## config.mk

```make
export PLATFORM = sky130hd
export DESIGN_NAME = clk_div_multi_flat
export DESIGN_NICKNAME = d
export VERILOG_FILES = /design/src/rtl/clk_div_multi_if.sv /design/src/rtl/clk_div_multi.sv /design/src/flat_wrapper.sv
export SDC_FILE = /design/constraint.sdc
export NUM_CORES = 1
export LEC_CHECK = 0
export CAP_MARGIN = 20
export CELL_PAD_IN_SITES_DETAIL_PLACEMENT = 1
export CELL_PAD_IN_SITES_GLOBAL_PLACEMENT = 1
export CORE_ASPECT_RATIO = 2
export CORE_MARGIN = 2
export CORE_UTILIZATION = 28
export DETAILED_ROUTE_END_ITERATION = 6
export GPL_TIMING_DRIVEN = 0
export PLACE_DENSITY = 0.5
export SLEW_MARGIN = 5
export SYNTH_ARGS = -nofsm -noshare
export SYNTH_HDL_FRONTEND = slang
export SYNTH_SLANG_ARGS = --single-unit
```

## constraint.sdc

```tcl
create_clock -name clk_in -period 13.73 [get_ports clk_in]
set_input_delay 2.746 -clock clk_in [delete_from_list [all_inputs] [get_ports clk_in]]
set_output_delay 2.746 -clock clk_in [all_outputs]
set_load 0.1 [all_outputs]
```

## src/rtl/clk_div_multi_if.sv

```systemverilog
// Configuration and output bundle for the multi-channel clock divider.
// No latency of its own; carries enables, a one-shot config write and the divided outputs.
// No backpressure: a strobed config write is always accepted.
interface clk_div_multi_if #(
  parameter int N_CH  = 4,
  parameter int CNT_W = 16
);
  localparam int CH_W = (N_CH > 1) ? $clog2(N_CH) : 1;

  logic [N_CH-1:0]  en;
  logic             cfg_we;
  logic [CH_W-1:0]  cfg_ch;
  logic [CNT_W-1:0] cfg_div;
  logic             cfg_mode;
  logic [N_CH-1:0]  clk_out;
  logic [N_CH-1:0]  tick;
  logic [N_CH-1:0]  cfg_pending;

  // Stimulus side: drives enables and config, observes divided outputs.
  modport master (
    output en, cfg_we, cfg_ch, cfg_div, cfg_mode,
    input  clk_out, tick, cfg_pending
  );

  // Divider side.
  modport slave (
    input  en, cfg_we, cfg_ch, cfg_div, cfg_mode,
    output clk_out, tick, cfg_pending
  );
endinterface

```

## src/rtl/clk_div_multi.sv

```systemverilog
// N_CH independent integer clock dividers with shadowed, glitch-free divisor/mode updates.
// Latency: clk_out/tick are registered, one clk_in edge after the counter state that produces them.
// No backpressure: config writes land in a shadow and are applied at the next period wrap or while disabled.
module clk_div_multi #(
  parameter int N_CH    = 4,
  parameter int CNT_W   = 16,
  parameter int DEF_DIV = 2
) (
  input  logic           clk_in,
  input  logic           reset,
  clk_div_multi_if.slave bus
);
  localparam int CH_W = (N_CH > 1) ? $clog2(N_CH) : 1;

  typedef struct packed {
    logic [CNT_W-1:0] div;
    logic             mode;   // 0 = square, 1 = pulse
  } ch_cfg_t;

  localparam ch_cfg_t RST_CFG = '{div: CNT_W'(DEF_DIV), mode: 1'b0};
  localparam logic [CNT_W-1:0] ONE = CNT_W'(1);
  localparam logic [CNT_W-1:0] TWO = CNT_W'(2);

  for (genvar i = 0; i < N_CH; i++) begin : g_ch
    ch_cfg_t          act;
    ch_cfg_t          shd;
    logic [CNT_W-1:0] cnt;
    logic [CNT_W-1:0] de;
    logic [CNT_W-1:0] half;
    logic [CNT_W-1:0] cnt_nxt;
    logic             wrap;
    logic             apply;
    logic             hit;
    logic             clk_q;
    logic             tick_q;
    logic             pend_q;

    // Effective divisor (square needs >=2 to have both phases), wrap decode and next count.
    always_comb begin
      if (act.mode) begin
        de = (act.div < ONE) ? ONE : act.div;
      end else begin
        de = (act.div < TWO) ? TWO : act.div;
      end
      half    = (de >> 1) + CNT_W'(de[0]);
      wrap    = bus.en[i] && (cnt == de - ONE);
      cnt_nxt = wrap ? '0 : cnt + ONE;
      // Shadow is safe to apply at a period boundary or whenever the channel is idle.
      apply   = wrap || !bus.en[i];
      // Out-of-range channel numbers never match any i and are dropped.
      hit     = bus.cfg_we && (bus.cfg_ch == CH_W'(i));
    end

    // Counter, registered outputs and shadow/active configuration; a write on an
    // apply edge lands in the shadow after the old shadow was promoted, so pending stays set.
    always_ff @(posedge clk_in or posedge reset) begin
      if (reset) begin
        cnt    <= '0;
        clk_q  <= 1'b0;
        tick_q <= 1'b0;
        pend_q <= 1'b0;
        act    <= RST_CFG;
        shd    <= RST_CFG;
      end else begin
        if (!bus.en[i]) begin
          cnt    <= '0;
          clk_q  <= 1'b0;
          tick_q <= 1'b0;
        end else begin
          cnt    <= cnt_nxt;
          tick_q <= wrap;
          clk_q  <= act.mode ? wrap : (cnt_nxt < half);
        end
        if (apply) begin
          act    <= shd;
          pend_q <= 1'b0;
        end
        if (hit) begin
          shd    <= '{div: bus.cfg_div, mode: bus.cfg_mode};
          pend_q <= 1'b1;
        end
      end
    end

    assign bus.clk_out[i]     = clk_q;
    assign bus.tick[i]        = tick_q;
    assign bus.cfg_pending[i] = pend_q;
  end
endmodule

```

## src/flat_wrapper.sv

```systemverilog
// flat-port wrapper written by rule: the top's interface ports become plain ports
module clk_div_multi_flat 
#(
  parameter int N_CH    = 4,
  parameter int CNT_W   = 16,
  parameter int DEF_DIV = 2
)
  (clk_in, reset, bus_en, bus_cfg_we, bus_cfg_ch, bus_cfg_div, bus_cfg_mode, bus_clk_out, bus_tick, bus_cfg_pending);
  clk_div_multi_if #(.N_CH(N_CH), .CNT_W(CNT_W)) bus_i ();
  input  logic clk_in;
  input  logic reset;
  input wire logic [$bits(bus_i.en)-1:0] bus_en;
  input wire logic [$bits(bus_i.cfg_we)-1:0] bus_cfg_we;
  input wire logic [$bits(bus_i.cfg_ch)-1:0] bus_cfg_ch;
  input wire logic [$bits(bus_i.cfg_div)-1:0] bus_cfg_div;
  input wire logic [$bits(bus_i.cfg_mode)-1:0] bus_cfg_mode;
  output wire logic [$bits(bus_i.clk_out)-1:0] bus_clk_out;
  output wire logic [$bits(bus_i.tick)-1:0] bus_tick;
  output wire logic [$bits(bus_i.cfg_pending)-1:0] bus_cfg_pending;
  assign bus_i.en = bus_en;
  assign bus_i.cfg_we = bus_cfg_we;
  assign bus_i.cfg_ch = bus_cfg_ch;
  assign bus_i.cfg_div = bus_cfg_div;
  assign bus_i.cfg_mode = bus_cfg_mode;
  assign bus_clk_out = bus_i.clk_out;
  assign bus_tick = bus_i.tick;
  assign bus_cfg_pending = bus_i.cfg_pending;
  clk_div_multi #(.N_CH(N_CH), .CNT_W(CNT_W), .DEF_DIV(DEF_DIV)) u_core (.clk_in(clk_in), .reset(reset), .bus(bus_i));
endmodule
```

==> flow_summary.toml <==
[layout]
antenna_cells = 0
drive_gt1_share_pct = 15.31
fin_nets = 1614
num-fill-cells = 5720
areaGrowthSynthToFinish_pct = 14.04

[grt]
grt-ovfl-total = 0
track_usage_pct = 17.32
grt_pass1_vias = 12061
grt_pass1_wl_mm = 70.07
grt_max_degree = 114
antenna_found_initial = 0

[power]
p_leak_nw = 6.729
clock_power_share_pct = 31.1
p_int_mw = 1.390
p_sw_share_pct = 34.48
power_mw = 2.122
power_frac_seq_pct = 37.0
p_sw_mw = 0.7318
pwr-share-comb_pct = 31.9
peakVddDrop_v = 0.00007299
p_per_area_nw_per_um2 = 131.0

[clock_network]
hold_buffers = 0
cts_buffers = 23
clockBufferDepth = 3
root_buffer = "clkbuf_16"
cts.repair.resized = 0
clk_pin_slew_ns = 0.06
clock_sink_count = 212
h-tree-depth = 1
post_cts_buffers = 0
cts_tree = "yes"
clk_latency_ns = 0.54

[hold_path]
hold_path.class = "flip-flop to flip-flop"
worstHoldPathCells = 1
hold_start = "u_core.g_ch[2].shd[1]"
holdPathEnd = "u_core.g_ch[2].act[1]"

[synth]
ys_ff_latch = 212
yosysUniqueCellTypes = 82
yosys_warnings = 0
syn_inst = 1450
netlist_area_um2 = 14200
synth_edf_count = 0
ys_seq_area_share_pct = 37.42
syn_area_per_cell_um2 = 9.796
synth-main-ff-cell = "dfrtp_1"
synthesis.nets = 1552
ys_async_sr_fraction_pct = 100.0

[timing]
slew_viol_final = 0
setup_viol = 0
max_clock_freq_mhz = 141.6
min_period_ns = 7.061
finalCritPeriodShare_pct = 51.43
worst_pin_slew_ns = 0.9657
slew_headroom_pct = 35.42
grt_setup_unrepaired = "no"
hold_viol = 0
fin_tns_setup_ns = 0
clock_skew_ns = 0.02477

[floorplanning]
die_x_um = 163.3
coreArea_um2 = 50070
io-pin-count = 38
dieArea_um2 = 52660
initial_core_util_pct = 28.37
die_h_um = 322.5
rows = 116

[routing]
drt-initial-drc-count = 355
drc = 0
routed_wl_mm = 44.04
drt-pass1-iter-count = 4
num_vias = 10938
avgRoutedWirePerCell_um = 20.23
via_per_inst = 5.024
ant_nets = 0

[critical_path]
path_cells = "clkbuf_1 -> or4_1 -> or3_1 -> o41ai_1 -> and2_1 -> ha_1 -> or3b_2 -> xnor2_1 -> nor3_1 -> o2111ai_1 -> or4b_1 -> nor2_1 -> clkbuf_1 -> a21oi_1 -> ha_1 -> a21oi_1 -> nor2b_1 -> o21ai_0 -> nor3b_1 -> o221ai_1 -> o311ai_0"
critPathCaptureType = "flip-flop"
worst-path-max-fanout = 10
critPathLaunchType = "flip-flop"
slowest_delay_ns = 0.59
r2r-end = "u_core.g_ch[1].clk_q"
r2r_cells = 21
cpMaxStageDelayCell = "or4_1"
worstSetupPathDepth = 21
worstReg2RegStart = "u_core.g_ch[1].act[9]"
crit_buf_inv = 2
ff2ff_setup_slack_ns = 6.67
worstPathArrival_ns = 7.46
timing_worst_setup_path_type = "flip-flop to flip-flop"
crit_family = "simple AND/OR/NAND/NOR gates"
crit_required_ns = 14.13

[placed_design]
place.gp.congestion = 0.8084
port_buffers = 36
dp_hpwl_mm = 34.32

[run_status]
status = "finished, final reports clean"

[job]
cap_violations = 0
how the worst max path moves through the flow:
| stage | startpoint | slack, ns | endpoint |
|---|---|---|---|
| after floorplan | reset | 5.20 | u_core.g_ch[0].act[0] |
| after global placement | reset | 1.85 | u_core.g_ch[1].cnt[0] |
| after detailed placement | u_core.g_ch[1].act[9] | 6.60 | u_core.g_ch[1].clk_q |
| after CTS | u_core.g_ch[1].act[9] | 6.50 | u_core.g_ch[1].clk_q |
| after global routing | u_core.g_ch[1].act[11] | 6.06 | u_core.g_ch[1].clk_q |
| final | u_core.g_ch[1].act[9] | 6.67 | u_core.g_ch[1].clk_q |
metrics by stage:
stage	instance area, µm²	hold WS (ns)	setup WS [ns]	util [%]	std cells
3_3_place_gp	15380	0.4672	1.851	30.71	2135
5_1_grt	16200	0.5103	6.059	32.35	2177
2_1_floorplan	14200	0.4510	5.203	-	1450
4_1_cts	16200	0.4864	6.500	32.35	2177
6_report	16200	0.4770	6.669	32.35	2177
3_5_place_dp	15410	0.4773	6.597	30.78	2136
kinds of logic after synthesis:
| family | after synthesis | share of synthesized area [%] |
|---|---|---|
| buffers and inverters | 148 | 4.959 |
| and+or+nand+nor | 537 | 19.97 |
| adders and majority gates | 76 | 6.694 |
| DFF | 212 | 37.42 |
| AOI/OAI and AO/OA | 164 | 8.509 |
| xor gates and xnor gates | 170 | 10.48 |
| muxes | 143 | 11.97 |
synthesized netlist by cell type, drive strengths merged (11+ instances only):
cell type | number | share of area [%]
xor2 | 65 | 4.0
ha | 76 | 6.7
inv | 44 | 1.2
nand3 | 63 | 2.2
o21ai | 21 | 0.77
buf | 42 | 2.1
a21oi | 43 | 1.5
nor2 | 169 | 4.5
nand2b | 11 | 0.48
nor3 | 24 | 0.92
xnor2 | 105 | 6.5
a21o | 18 | 0.95
clkbuf | 61 | 1.6
nor2b | 30 | 1.3
dfrtp | 204 | 36
nor4 | 34 | 1.6
nand4 | 28 | 1.2
or4 | 16 | 1.0
and3 | 31 | 1.4
mux2 | 136 | 11
nand2 | 67 | 1.8
cell type report:
type                            instances  area, µm²  area share (%)
Buffer                                104      539.3           3.329
Clock buffer                           31      645.6           3.985
Clock inverter                         10      141.4          0.8728
Inverter                               44      172.7           1.066
Multi-Input combinational cell       1090       8185           50.53
Sequential cell                       212       5315           32.81
Tap cell                              649      812.0           5.013
Timing Repair Buffer                   37      387.9           2.394
flip-flops by register name (all words and copies together), names as in the netlist:
signal	count
u_core.g_ch.act	68
u_core.g_ch.shd	68
u_core.g_ch.cnt	64
u_core.g_ch.clk_q	4
u_core.g_ch.pend_q	4
u_core.g_ch.tick_q	4
power by group through the flow:
stage,registers (mW),logic (mW),clock network (mW)
2_1_floorplan,0.771,0.511,0
3_3_place_gp,0.795,0.669,0
3_5_place_dp,0.798,0.687,0
4_1_cts,0.787,0.691,0.688
5_1_grt,0.799,0.756,0.713
6_report,0.785,0.678,0.660
placed cells by master, fill, tap and decap left out, drive strengths merged, types with 6 or more instances in the layout:
master,instances
a211oi,9
nor2,169
nor4b,6
dfstp,8
o31ai,7
mux2,136
nor3,24
dfrtp,204
nand2b,11
mux2i,7
or4,16
clkdlybuf4s50,36
nand3,63
inv,44
o211ai,7
clkbuf,92
ha,76
xnor2,105
a21o,18
o2111ai,6
o21ai,21
or3,9
nor3b,10
nor2b,30
a21oi,43
xor2,65
buf,43
and3,31
nand3b,9
nand4,28
nor4,34
nand2,67
metal layers:
metal  part of all wire (%)  global-route usage (%)  up-vias
met5                      0                       0        -
met4                    4.5                   7.748        0
met3                    1.9                   1.402       74
met2                     57                   34.90      133
met1                     37                   17.59     5511
li1                       -                       -     5220
(Power assumes the default switching activity.)
